File: src/rtl/meteor_renderer_pkg.sv
// Shared definitions for the meteor renderer: screen bounds, field widths
// and the frame-sequencer state encoding.
package meteor_renderer_pkg;

    localparam int SCR_W = 320;   // visible screen width in pixels
    localparam int SCR_H = 240;   // visible screen height in pixels
    localparam int COL_W = 3;     // colour width
    localparam int X_W   = 10;    // x coordinate width
    localparam int Y_W   = 9;     // y coordinate width

    typedef enum logic [1:0] {
        ST_IDLE  = 2'd0,
        ST_ERASE = 2'd1,
        ST_DRAW  = 2'd2,
        ST_FIN   = 2'd3
    } state_t;

endpackage

File: src/rtl/meteor_renderer_box_scan.sv
// box_scan: row-major sweep over a SIZE x SIZE box.
// Ports:
//   i_clk, i_rst_n  clock, asynchronous active-low reset
//   i_clear         force the sweep back to (0,0) on the next edge
//   i_step          advance one pixel (wraps to (0,0) after the last one)
//   o_cx, o_cy      current pixel offset inside the box
//   o_cx_nxt/o_cy_nxt  offset the sweep will hold after the next edge
//   o_last          current offset is the final pixel (SIZE-1, SIZE-1)
module box_scan
    import meteor_renderer_pkg::*;
#(
    parameter int SIZE = 10
) (
    input  logic           i_clk,
    input  logic           i_rst_n,
    input  logic           i_clear,
    input  logic           i_step,
    output logic [X_W-1:0] o_cx,
    output logic [Y_W-1:0] o_cy,
    output logic [X_W-1:0] o_cx_nxt,
    output logic [Y_W-1:0] o_cy_nxt,
    output logic           o_last
);

    logic [X_W-1:0] r_cx;
    logic [Y_W-1:0] r_cy;
    logic           w_cx_end;
    logic           w_cy_end;

    assign w_cx_end = (r_cx == X_W'(SIZE - 1));
    assign w_cy_end = (r_cy == Y_W'(SIZE - 1));

    // NOTE: every output of a combinational block gets a default first so no
    // path through the branches leaves a value unassigned (which infers a latch).
    always_comb begin
        o_cx_nxt = r_cx;
        o_cy_nxt = r_cy;
        if (i_clear) begin
            o_cx_nxt = '0;
            o_cy_nxt = '0;
        end else if (i_step) begin
            if (w_cx_end) begin
                o_cx_nxt = '0;
                o_cy_nxt = w_cy_end ? '0 : r_cy + 1'b1;
            end else begin
                o_cx_nxt = r_cx + 1'b1;
            end
        end
    end

    // NOTE: clocked state uses non-blocking assignments so every register
    // samples pre-edge values regardless of statement order.
    always_ff @(posedge i_clk or negedge i_rst_n) begin
        if (!i_rst_n) begin
            r_cx <= '0;
            r_cy <= '0;
        end else begin
            r_cx <= o_cx_nxt;
            r_cy <= o_cy_nxt;
        end
    end

    assign o_cx   = r_cx;
    assign o_cy   = r_cy;
    assign o_last = w_cx_end && w_cy_end;

endmodule

File: src/rtl/meteor_renderer.sv
// meteor_renderer: per frame, erases the previous meteor box (if one was
// drawn) and draws the new one, one pixel per clock, with screen clipping.
// Ports:
//   i_clk, m_reset            clock, asynchronous active-low reset
//   m_frame                   one-cycle frame start (accepted only in IDLE)
//   restart                   synchronous abort back to IDLE
//   enable, m_x, m_y, colour  meteor visibility, top-left corner, colour
//   vga_x, vga_y, vga_colour  registered pixel write address / data
//   plot                      pixel write strobe
//   busy, done                frame in progress, one-cycle completion pulse
module meteor_renderer
    import meteor_renderer_pkg::*;
#(
    parameter int              SIZE      = 10,
    parameter logic [COL_W-1:0] BG_COLOUR = 3'b000,
    parameter int              SCR_W     = meteor_renderer_pkg::SCR_W,
    parameter int              SCR_H     = meteor_renderer_pkg::SCR_H
) (
    input  logic             i_clk,
    input  logic             m_reset,
    input  logic             m_frame,
    input  logic             restart,
    input  logic             enable,
    input  logic [X_W-1:0]   m_x,
    input  logic [Y_W-1:0]   m_y,
    input  logic [COL_W-1:0] colour,
    output logic [X_W-1:0]   vga_x,
    output logic [Y_W-1:0]   vga_y,
    output logic [COL_W-1:0] vga_colour,
    output logic             plot,
    output logic             busy,
    output logic             done
);

    state_t           r_state, w_state_nxt;
    logic             r_have_prev;
    logic [X_W-1:0]   r_prev_x, r_new_x;
    logic [Y_W-1:0]   r_prev_y, r_new_y;
    logic [COL_W-1:0] r_new_col;
    logic             r_new_en;
    logic [X_W-1:0]   r_vga_x;
    logic [Y_W-1:0]   r_vga_y;
    logic [COL_W-1:0] r_vga_col;
    logic             r_plot;

    logic [X_W-1:0]   w_cx, w_cx_nxt;
    logic [Y_W-1:0]   w_cy, w_cy_nxt;
    logic             w_last;
    logic             w_scanning;
    logic             w_accept;
    logic             w_emit;
    logic [X_W-1:0]   w_base_x;
    logic [Y_W-1:0]   w_base_y;
    logic [COL_W-1:0] w_col;
    logic [X_W:0]     w_sum_x;
    logic [Y_W:0]     w_sum_y;
    logic             w_on_screen;

    assign w_scanning = (r_state == ST_ERASE) || (r_state == ST_DRAW);
    assign w_accept   = (r_state == ST_IDLE) && m_frame && !restart;

    // The sweep is held at (0,0) outside ERASE/DRAW; wrapping after the last
    // erase pixel lands on (0,0) for the draw pass.
    box_scan #(.SIZE(SIZE)) u_scan (
        .i_clk    (i_clk),
        .i_rst_n  (m_reset),
        .i_clear  (restart || !w_scanning),
        .i_step   (w_scanning),
        .o_cx     (w_cx),
        .o_cy     (w_cy),
        .o_cx_nxt (w_cx_nxt),
        .o_cy_nxt (w_cy_nxt),
        .o_last   (w_last)
    );

    always_comb begin
        w_state_nxt = r_state;
        if (restart) begin
            w_state_nxt = ST_IDLE;
        end else begin
            unique case (r_state)
                ST_IDLE:  if (m_frame) w_state_nxt = r_have_prev ? ST_ERASE :
                                                     (enable ? ST_DRAW : ST_FIN);
                ST_ERASE: if (w_last) w_state_nxt = r_new_en ? ST_DRAW : ST_FIN;
                ST_DRAW:  if (w_last) w_state_nxt = ST_FIN;
                ST_FIN:   w_state_nxt = ST_IDLE;
                default:  w_state_nxt = ST_IDLE;
            endcase
        end
    end

    // Pixel outputs are registered, so they are computed from the state and
    // sweep offset that will be current after this edge. On the accept edge
    // the new_* registers are still loading, hence the bypass from the inputs.
    always_comb begin
        w_emit   = (w_state_nxt == ST_ERASE) || (w_state_nxt == ST_DRAW);
        w_base_x = r_new_x;
        w_base_y = r_new_y;
        w_col    = r_new_col;
        if (w_state_nxt == ST_ERASE) begin
            w_base_x = r_prev_x;
            w_base_y = r_prev_y;
            w_col    = BG_COLOUR;
        end else if (r_state == ST_IDLE) begin
            w_base_x = m_x;
            w_base_y = m_y;
            w_col    = colour;
        end
        // One extra bit so a sum past the coordinate range still clips.
        w_sum_x     = {1'b0, w_base_x} + {1'b0, w_cx_nxt};
        w_sum_y     = {1'b0, w_base_y} + {1'b0, w_cy_nxt};
        w_on_screen = (w_sum_x < (X_W + 1)'(SCR_W)) && (w_sum_y < (Y_W + 1)'(SCR_H));
    end

    always_ff @(posedge i_clk or negedge m_reset) begin
        if (!m_reset) begin
            r_state <= ST_IDLE;
        end else begin
            r_state <= w_state_nxt;
        end
    end

    always_ff @(posedge i_clk or negedge m_reset) begin
        if (!m_reset) begin
            r_have_prev <= 1'b0;
            r_prev_x    <= '0;
            r_prev_y    <= '0;
            r_new_x     <= '0;
            r_new_y     <= '0;
            r_new_col   <= '0;
            r_new_en    <= 1'b0;
            r_vga_x     <= '0;
            r_vga_y     <= '0;
            r_vga_col   <= '0;
            r_plot      <= 1'b0;
        end else begin
            if (w_accept) begin
                r_new_x   <= m_x;
                r_new_y   <= m_y;
                r_new_col <= colour;
                r_new_en  <= enable;
            end
            if (restart) begin
                r_have_prev <= 1'b0;
            end else if (r_state == ST_FIN) begin
                r_prev_x    <= r_new_x;
                r_prev_y    <= r_new_y;
                r_have_prev <= r_new_en;
            end
            r_plot <= w_emit && w_on_screen;
            if (w_emit) begin
                r_vga_x   <= w_sum_x[X_W-1:0];
                r_vga_y   <= w_sum_y[Y_W-1:0];
                r_vga_col <= w_col;
            end
        end
    end

    assign vga_x      = r_vga_x;
    assign vga_y      = r_vga_y;
    assign vga_colour = r_vga_col;
    assign plot       = r_plot;
    assign busy       = (r_state != ST_IDLE);
    assign done       = (r_state == ST_FIN);

endmodule

File: config.mk
export PLATFORM = sky130hd
export DESIGN_NAME = meteor_renderer
export DESIGN_NICKNAME = d
export VERILOG_FILES = /design/src/rtl/meteor_renderer_pkg.sv /design/src/rtl/meteor_renderer_box_scan.sv /design/src/rtl/meteor_renderer.sv
export SDC_FILE = /design/constraint.sdc
export NUM_CORES = 1
export LEC_CHECK = 0
export ABC_AREA = 1
export CORE_MARGIN = 10
export CORE_UTILIZATION = 45
export CTS_BUF_LIST = sky130_fd_sc_hd__clkbuf_8
export DETAILED_ROUTE_END_ITERATION = 7
export MAX_ROUTING_LAYER = met4
export PLACE_DENSITY = 0.65
export SYNTH_ARGS = -nofsm -noshare
export SYNTH_HDL_FRONTEND = slang
export SYNTH_SLANG_ARGS = --single-unit
File: constraint.sdc
create_clock -name i_clk -period 3.65 [get_ports i_clk]
set_input_delay 0.365 -clock i_clk [delete_from_list [all_inputs] [get_ports i_clk]]
set_output_delay 0.365 -clock i_clk [all_outputs]
set_load 0.05 [all_outputs]
==> results by group <==
Route
  • DR vias: 4481
  • Routed WL: approximately 13000 µm
  • Wire length per cell: 15.0 µm
  • 1st-pass router iterations: 4
  • DR vias/cell: 5.09
  • Initial drt markers: 184
  • Drc violations: 0
  • Routed Antenna Nets: 0

Clock network
  • Cts-stage hold buffer count: 0
  • CTS root buffer: clkbuf_8
  • CTS sink cnt: 87
  • Num CTS Buffers: 9
  • Htree depth: 3
  • Reg clk slew, reported paths: 0.09 ns
  • CTS max path bufs: 2
  • TritonCTS clock tree: yes
  • Worst skew pair latency: 0.37 ns

Floorplanning
  • # IOs: 52
  • Core area: 0.0113 mm²
  • Die ar.: ~0.016 mm²
  • Row cnt: 39
  • Die height: 127 µm
  • Initial cell density of the core: 0.456
  • Die X: 127 µm

Power
  • Seq pwr share: 0.268
  • Clk pwr share: 0.146
  • Leakage: 3.13 nW
  • Combinational share of power: 0.586
  • Net Sw Frac: 0.443
  • NetSw: between 2 and 3 mW
  • VDD IR-drop max: 0.393 mV
  • Internal power: 3.22 mW
  • Pwr/cell area: 889 mW/mm²
  • Power consumption: 5.78 mW

Global route
  • GRT busiest layer: met2
  • Total grt overflow: 0
  • Met1 Track Usage GR: 0.220
  • Initial antenna violation count: 0
  • First-pass GRT wire length: 22100 µm
  • Total Routing Usage GR: 0.171
  • Vias in the first global route: 4538
  • Largest net degree at the start of global routing: 59
  • GRT met2 Usage: 0.268
  • Met3 Use GR: 0.0215

Synthesis
  • Yosys reg bits: 87
  • Yosys top cell by area: dfrtp_1
  • Synth unique cells: 34
  • Top cell type's share of synthesized area: 0.422
  • Net Count, Synth: 700
  • Ys Warns: 0
  • Post-synthesis sequential area ratio: 0.422
  • Mapped cell area: just over 0.005 mm²
  • Ys flop type: dfrtp_1
  • Synth area leaders: dfrtp_1 (42%), nand2_1 (12%), mux2_2 (8.1%)
  • Async set-or-reset flop fraction in the synthesized netlist: 1.00
  • Mapped Cells: 643
  • Number of synthesized flops with an enable pin: 0
  • Synth Area per Inst: 8.02 µm²

STA
  • Total negative setup slack: 0 ns
  • Final setup violating endpoints: 0
  • Slew Limit Fails: 0
  • Worst Tran Pin Value: 0.881 ns
  • Slew margin rel.: 0.411
  • Worst hold slack: just over 0.06 ns
  • Fmax: between 0.2 and 0.3 GHz
  • Part of the cycle the worst path needs: 0.958
  • Worst clock skew: 0.00937 ns
  • Final Critical Period: roughly 3.5 ns
  • Number of hold violations in the final report: 0

Critical path
  • Worst Setup Start Kind: register
  • Worst r2r path cells: 24
  • R2R setup slack: 0.15 ns
  • Worst R2R Start: u_scan.o_cx[1]$_DFF_PN0_
  • CP Data Arrival Time: 3.79 ns
  • Reg2reg end: plot$_DFF_PN0_
  • Critical Path RT: 3.95 ns
  • CP Capture Type: register
  • Crit path kind: register to register
  • Crit-path max FO: 12

Placed design
  • Hpwl dp: slightly above 10000 µm
  • Placed cell count: 860
  • Gpl congestion: 0.932
  • PortBufs: 51

Layout
  • # diodes: 0
  • Post-Layout Cell Count: 881
  • Layout Nets: between 700 and 800
  • Area Overhead vs Synth: 26.1%
  • Multi-input logic area: 0.00273 mm²
  • # fillers: 1063
  • Register Area: ~0.0022 mm²
  • Share of cells above drive strength 1: 0.184

Hold path
  • Hold crit path type: input port to async pin

Job
  • Max-cap violations: 0

Outcome
  • Outcome: finished, final reports clean
==> cell usage after synthesis (2+ instances only) <==
cell / count
a21oi_1: 34
a31oi_1: 2
buf_2: 7
clkbuf_1: 10
dfrtp_1: 87
fa_1: 2
ha_1: 28
inv_1: 65
mux2_2: 37
nand2_1: 164
nand2_2: 2
nand3_1: 29
nand3_2: 2
nand4_1: 12
nor2_1: 72
nor3_1: 7
nor3b_2: 2
o21ai_0: 56
o21ai_1: 2
or2_2: 4
xnor2_1: 2
xor2_1: 5
==> state kept, by name (all words and copies together), names as in the netlist <==
register	flops
plot	1
r_new_y	9
r_new_en	1
r_new_x	10
u_scan.o_cy	9
r_have_prev	1
r_prev_y	9
r_prev_x	10
vga_colour	3
vga_y	9
r_new_col	3
vga_x	10
u_scan.o_cx	10
r_state	2
==> timing repair <==
action                                  in CTS  in global routing
cloned                                       0                  1
resized for setup                            2                 34
endpoints found under the hold margin        0                  0
pin swaps                                    0                  6
endpoints found under the setup margin       1                 13
buffers inserted                             0                  4
==> power groups by stage <==
stage / clock [mW] / combinational [mW] / sequential (mW)
after global placement: 0 / 3.18 / 1.54
after floorplan: 0 / 1.63 / 1.94
after CTS: 0.863 / 3.24 / 1.54
final: 0.843 / 3.39 / 1.55
after detailed placement: 0 / 3.22 / 1.56
after global routing: 0.894 / 3.74 / 1.60
==> through the flow <==
stage / util / worst slack, ns / area, µm²
after global routing: 0.575 / -0.00498 / 6510
after CTS: 0.560 / 0.0240 / 6340
after global placement: 0.537 / -0.0355 / 6080
final: 0.575 / 0.155 / 6510
after detailed placement: 0.537 / -0.0771 / 6080
after floorplan: - / 0.294 / 5160
==> placed cells by master (no fill, tap or decap), types with 5 or more instances in the layout <==
cell / synthesis / routed
nor2_1: 72 / 71
o21ai_0: 56 / 47
nand3_1: 29 / 27
ha_1: 28 / 22
dfrtp_1: 87 / 87
buf_4: 0 / 43
a21oi_1: 34 / 28
xor2_1: 5 / 5
a21oi_2: 0 / 6
inv_1: 65 / 62
nand2_1: 164 / 164
o21ai_1: 2 / 11
nor3_1: 7 / 7
nand4_1: 12 / 12
clkdlybuf4s50_1: 0 / 50
mux2_2: 37 / 37
clkbuf_8: 0 / 11
==> routing by layer <==
layer | vias up | wire (µm)
li1 | 2282 | -
met1 | 2110 | 6480
met2 | 74 | 6180
met3 | 15 | 334
met4 | 0 | 223
met5 | - | 0
==> how the worst max path moves through the flow <==
stage | startpoint | to | slack [ns] | cells past startpoint
final | u_scan.o_cx[1]$_DFF_PN0_ | plot$_DFF_PN0_ | 0.15 | 24
after floorplan | u_scan.o_cx[1]$_DFF_PN0_ | vga_x[5]$_DFFE_PN0P_ | 0.29 | 21
after CTS | u_scan.o_cx[1]$_DFF_PN0_ | plot$_DFF_PN0_ | 0.02 | 24
after detailed placement | m_frame | plot$_DFF_PN0_ | -0.08 | 24
after global routing | u_scan.o_cx[1]$_DFF_PN0_ | plot$_DFF_PN0_ | -0.005 | 26
after global placement | m_frame | plot$_DFF_PN0_ | -0.04 | 25
==> worst max-delay path: stages (launching register included) <==
cell,delay (ns)
dfrtp_1,0.38
inv_1,0.06
ha_2,0.20
nand4_4,0.10
nor3_4,0.24
nand2_2,0.14
nand3_1,0.10
nand2_1,0.07
a21oi_2,0.18
ha_4,0.19
buf_12,0.14
a21oi_1,0.06
a21oi_2,0.21
ha_2,0.21
inv_1,0.05
fa_1,0.37
inv_2,0.09
nand3_1,0.08
nand3_2,0.09
nand2_1,0.08
nand3_1,0.11
nand2_1,0.06
nand2_1,0.08
nand2_1,0.06
nor2_1,0.09
==> kinds of logic after synthesis <==
group,count (synthesis),share of synthesized area
XOR/XNOR,7,0.0119
AND/OR/NAND/NOR,299,0.247
AO/OA/AOI/OAI,98,0.0975
buffers and inverters,85,0.0650
flip-flops,87,0.422
multiplexers,37,0.0807
adder cells (fa/ha/maj),30,0.0757
==> layout make-up <==
cell class	instances	area share
Multi-Input combinational cell	471	0.420
Inverter	67	0.0392
Tap cell	143	0.0275
Timing Repair Buffer	97	0.140
Clock buffer	11	0.0233
Sequential cell	87	0.334
Clock inverter	5	0.0160
No activity file was read; power rests on OpenSTA's default activity.
